### config.mk
export PLATFORM = sky130hd
export DESIGN_NAME = hazard_ctrl
export DESIGN_NICKNAME = d
export VERILOG_FILES = /design/src/rtl/hazard_ctrl.sv
export SDC_FILE = /design/constraint.sdc
export NUM_CORES = 1
export LEC_CHECK = 0
export CORE_MARGIN = 4
export CORE_UTILIZATION = 40
export CTS_BUF_LIST = sky130_fd_sc_hd__clkbuf_2
export DETAILED_ROUTE_END_ITERATION = 8
export GPL_TIMING_DRIVEN = 0
export PLACE_DENSITY_LB_ADDON = 0.2
export RECOVER_POWER = 25
export SLEW_MARGIN = 5
export SYNTH_ARGS = -nofsm -noshare
export SYNTH_HDL_FRONTEND = slang
export SYNTH_SLANG_ARGS = --single-unit
### constraint.sdc
create_clock -name clk -period 1.8 [get_ports clk]
set_clock_uncertainty 0.1 [all_clocks]
set_input_delay 0.27 -clock clk [delete_from_list [all_inputs] [get_ports clk]]
set_output_delay 0.27 -clock clk [all_outputs]
set_load 0.02 [all_outputs]
### src/rtl/hazard_ctrl.sv
// Pipeline interlock controller: load-use bubble, waitrequest freeze, branch flush, watchdog.
// Optional performance counters (StallCnt/FlushCnt) enabled by `define HAZARD_PERF_CNT_EN.
module hazard_ctrl #(
  parameter int REG_ADDR_W = 5,
  parameter int MAX_WAIT   = 255,
  parameter int CNT_W      = 32
) (
  input  logic                  clk,
  input  logic                  reset_n,
  input  logic [REG_ADDR_W-1:0] Rs1_ID,
  input  logic [REG_ADDR_W-1:0] Rs2_ID,
  input  logic                  UsesRs1_ID,
  input  logic                  UsesRs2_ID,
  input  logic [REG_ADDR_W-1:0] RdEx,
  input  logic                  MemRead_EX,
  input  logic                  BranchTaken_EX,
  input  logic                  MemAccess_MEM,
  input  logic                  avm_waitrequest,
  output logic                  Stall_IF,
  output logic                  Stall_ID,
  output logic                  Stall_EX,
  output logic                  Stall_MEM,
  output logic                  Bubble_EX,
  output logic                  Flush_IF,
  output logic                  Flush_ID,
  output logic                  Timeout,
  output logic [1:0]            State
`ifdef HAZARD_PERF_CNT_EN
  ,
  output logic [CNT_W-1:0]      StallCnt,
  output logic [CNT_W-1:0]      FlushCnt
`endif
);

  typedef enum logic [1:0] {
    RUN      = 2'd0,
    MEM_WAIT = 2'd1,
    LOAD_BUB = 2'd2,
    ERROR    = 2'd3
  } state_e;

  localparam int WAIT_W = $clog2(MAX_WAIT + 1);

  state_e              state_q, state_d;
  logic [WAIT_W-1:0]   wait_cnt_q, wait_cnt_d;
  logic                frz, lu;
  logic                stall_fe, stall_be, bubble, flush;

  always_comb begin
    frz = MemAccess_MEM && avm_waitrequest;
    lu  = MemRead_EX && (RdEx != '0) &&
          ((UsesRs1_ID && (Rs1_ID == RdEx)) || (UsesRs2_ID && (Rs2_ID == RdEx)));

    stall_fe   = 1'b0;
    stall_be   = 1'b0;
    bubble     = 1'b0;
    flush      = 1'b0;
    state_d    = state_q;
    wait_cnt_d = '0;

    // RUN, MEM_WAIT and LOAD_BUB share one rule set; only ERROR differs.
    if (state_q == ERROR) begin
      stall_fe = 1'b1;
      stall_be = 1'b1;
    end else if (frz) begin
      stall_fe   = 1'b1;
      stall_be   = 1'b1;
      wait_cnt_d = wait_cnt_q + WAIT_W'(1);
      state_d    = (wait_cnt_q == WAIT_W'(MAX_WAIT)) ? ERROR : MEM_WAIT;
    end else if (BranchTaken_EX) begin
      flush   = 1'b1;
      state_d = RUN;
    end else if (lu) begin
      stall_fe = 1'b1;
      bubble   = 1'b1;
      state_d  = LOAD_BUB;
    end else begin
      state_d = RUN;
    end
  end

  always_ff @(posedge clk or negedge reset_n) begin
    if (!reset_n) begin
      state_q    <= RUN;
      wait_cnt_q <= '0;
    end else begin
      state_q    <= state_d;
      wait_cnt_q <= wait_cnt_d;
    end
  end

  // Outputs are masked by reset_n so that they read 0 while reset is held.
  always_comb begin
    Stall_IF  = reset_n && stall_fe;
    Stall_ID  = reset_n && stall_fe;
    Stall_EX  = reset_n && stall_be;
    Stall_MEM = reset_n && stall_be;
    Bubble_EX = reset_n && bubble;
    Flush_IF  = reset_n && flush;
    Flush_ID  = reset_n && flush;
    Timeout   = reset_n && (state_q == ERROR);
    State     = reset_n ? state_q : 2'd0;
  end

`ifdef HAZARD_PERF_CNT_EN
  logic [CNT_W-1:0] stall_cnt_q, stall_cnt_d;
  logic [CNT_W-1:0] flush_cnt_q, flush_cnt_d;

  always_comb begin
    stall_cnt_d = stall_cnt_q;
    flush_cnt_d = flush_cnt_q;
    if (Stall_IF && (stall_cnt_q != '1)) stall_cnt_d = stall_cnt_q + CNT_W'(1);
    if (Flush_IF && (flush_cnt_q != '1)) flush_cnt_d = flush_cnt_q + CNT_W'(1);
  end

  always_ff @(posedge clk or negedge reset_n) begin
    if (!reset_n) begin
      stall_cnt_q <= '0;
      flush_cnt_q <= '0;
    end else begin
      stall_cnt_q <= stall_cnt_d;
      flush_cnt_q <= flush_cnt_d;
    end
  end

  assign StallCnt = stall_cnt_q;
  assign FlushCnt = flush_cnt_q;
`endif

endmodule

==> impl_metrics.tcl <==
set metrics [dict create \
    grt_use_total 0.194 \
    antenna_found_initial 0 \
    cts_tree "built" \
    ant_nets 0 \
    mostFrequentLayoutCell "buf_4" \
    multi_input_area_um2 430 \
    synth_cell_type_count 26 \
    dp_cells 121 \
    fin_area_um2 1180 \
    rr_worst_depth 4 \
    seqCellArea_um2 250 \
    yosys_warnings 0 \
    n_antenna_cell 0 \
    syn-mean-instance-area_um2 8.95 \
    grt_pass1_wl_mm 3.48 \
    maxCapViolCount 0 \
    layout_min_cycle_time_ns 1.88 \
    max_freq_mhz 531 \
    finalWorstSetupSlack_ns -0.0836 \
    critPathKind "register to output port" \
    startpoint_type "register" \
    final_max_slew_viol_count 0 \
    required_ns 1.43 \
    relSlewSlack 0.681 \
    boundaryPins 33 \
    overflow 0 \
    row_count 14 \
    core_area_um2 1520 \
    status "finished with violations" \
    drc 0 \
    layout.cells.non_filler 146 \
    pre_cts_slack_ns -0.889 \
    synthCells 73 \
    die_x_um 48.4 \
    fill_cells 112 \
    clock_tree.root_cell "clkbuf_2" \
    syn_area_um2 653 \
    drive_above_1_share 0.415 \
    worstSetupEndpointType "output port" \
    r2r-end "wait_cnt_q[6]" \
    hold_depth 1 \
    cts_buffers 3 \
    p_leak_nw 0.551 \
    final_cell_mix "buf_4, dfrtp_1, xor2_1, dlygate4sd2_1" \
    dpl_cell_area_um2 997 \
    drt_wl_total_mm 2.04 \
    synth-seq-cells 10 \
    first_pass_iters 4 \
    hold_viol_final 0 \
    crit_path_max_fanout 3 \
    fp.dieH_um 48.4 \
    dieArea_um2 2340 \
    drt_iter0_markers 7 \
    clkSinkCount 10 \
    gp_congestion 0.747 \
    cp.arrival_ns 1.51 \
    via_count 746 \
    via_per_inst 5.11 \
    clk_pin_slew_ns 0.12 \
    grt_pass1_vias 776 \
    setup_viol 3 \
    violations "setup timing" \
    utilization 0.774 \
    syn_to_final_growth_pct 80.7 \
    start_util 0.429 \
    hp-start "wait_cnt_q[0]" \
    clockBufferDepth 2 \
    drt-wirelength-per-cell_um 14.0 \
    dp_hpwl_mm 1.30 \
    final_nets 155 \
    clock_latency_ns 0.28 \
    powerDensity_nw_per_um2 429 \
    holdPathEnd "wait_cnt_q[0]" \
    min_period_over_period 1.05 \
    worst_slew_pin_slew_ns 0.477 \
    htree_levels 1 \
    hold_ws_ns 0.369 \
    portBuffers 32 \
    ir_drop_v 0.000240 \
    hold_class "register to register" \
    syn_nets 97 \
    r2r-start "wait_cnt_q[0]" \
    grt_start_max_net_pins 11 \
    rsz0062_at_grt "true" \
    ys_seq_area_frac 0.383 \
    fin_tns_setup_ns -0.113 \
    regToRegSetupSlack_ns 0.37 \
    power_uw 506 \
]
critical path, stage by stage (launching register included):
cell      delay [ns]
dfrtp_1         0.41
nand2_2         0.09
and2_4          0.15
inv_2           0.04
and2_4          0.15
o21bai_4        0.17
buf_6           0.12
buf_6           0.12
flip-flops by register name, indices dropped and copies added (netlist names):
register    cells
state_q         2
wait_cnt_q      8
power by group:
group	switching [mW]	internal, mW
combinational	0.0623	0.0832
sequential	0	0.225
clock	0.0881	0.0482
metal layers:
metal,wire [µm],share of wire,track usage
met1,697,0.34,0.198
met2,1150,0.56,0.343
met3,125,0.061,0.0368
met4,68,0.033,0.138
met5,0,0,0
cell families after synthesis:
family	count (synthesis)	synth area share
AO/OA/AOI/OAI	8	0.0766
flip-flops	10	0.383
AND/OR/NAND/NOR	35	0.287
buffers and inverters	5	0.0460
XOR/XNOR	14	0.188
adder cells (fa/ha/maj)	1	0.0192
synth_stat cells:
| master | count | area, µm² |
|---|---|---|
| buf_4 | 3 | 22.5 |
| o21ai_1 | 1 | 5.00 |
| a32oi_1 | 1 | 8.76 |
| nand2_1 | 4 | 15.0 |
| and3_1 | 2 | 12.5 |
| inv_1 | 2 | 7.51 |
| nand4b_1 | 1 | 8.76 |
| dfrtp_1 | 10 | 250 |
| nor2b_1 | 1 | 6.26 |
| and3_4 | 1 | 11.3 |
| nor4_1 | 2 | 12.5 |
| o31a_1 | 1 | 8.76 |
| and2_1 | 4 | 25.0 |
| xor2_1 | 10 | 87.6 |
| o21ai_0 | 2 | 10.0 |
| xnor2_1 | 4 | 35.0 |
| o21bai_1 | 1 | 7.51 |
| or3_1 | 2 | 12.5 |
| and2_0 | 1 | 6.26 |
| nand2_2 | 1 | 6.26 |
| nand4_1 | 1 | 6.26 |
| nor3_1 | 1 | 5.00 |
| ha_1 | 1 | 12.5 |
| nor2_1 | 8 | 30.0 |
| a21oi_1 | 2 | 10.0 |
| nand3_1 | 6 | 30.0 |
repair_timing:
action	4_1_cts	5_1_grt
endpoints found under the hold margin	10	0
pin swaps	9	7
gates resized for setup	70	21
hold buffers	1	0
buffers inserted	18	2
setup endpoints to repair	10	8
how the worst max path moves through the flow:
| stage | startpoint | endpoint | slack [ns] |
|---|---|---|---|
| global route | state_q[0] | Stall_IF | -0.17 |
| CTS | state_q[1] | Stall_IF | -0.05 |
| detailed placement | RdEx[2] | Stall_IF | -0.89 |
| global placement | RdEx[3] | Stall_IF | -0.92 |
| finish | state_q[0] | Stall_IF | -0.08 |
| floorplan | RdEx[3] | Stall_IF | 0.10 |
final cells by class:
class / instances / share of cell area
Clock inverter: 1 / 0.00318
Clock buffer: 3 / 0.0127
Sequential cell: 10 / 0.212
Timing Repair Buffer: 53 / 0.362
Buffer: 3 / 0.0223
Tap cell: 16 / 0.0170
Inverter: 2 / 0.00636
Multi-Input combinational cell: 58 / 0.365
(Power assumes the default switching activity.)
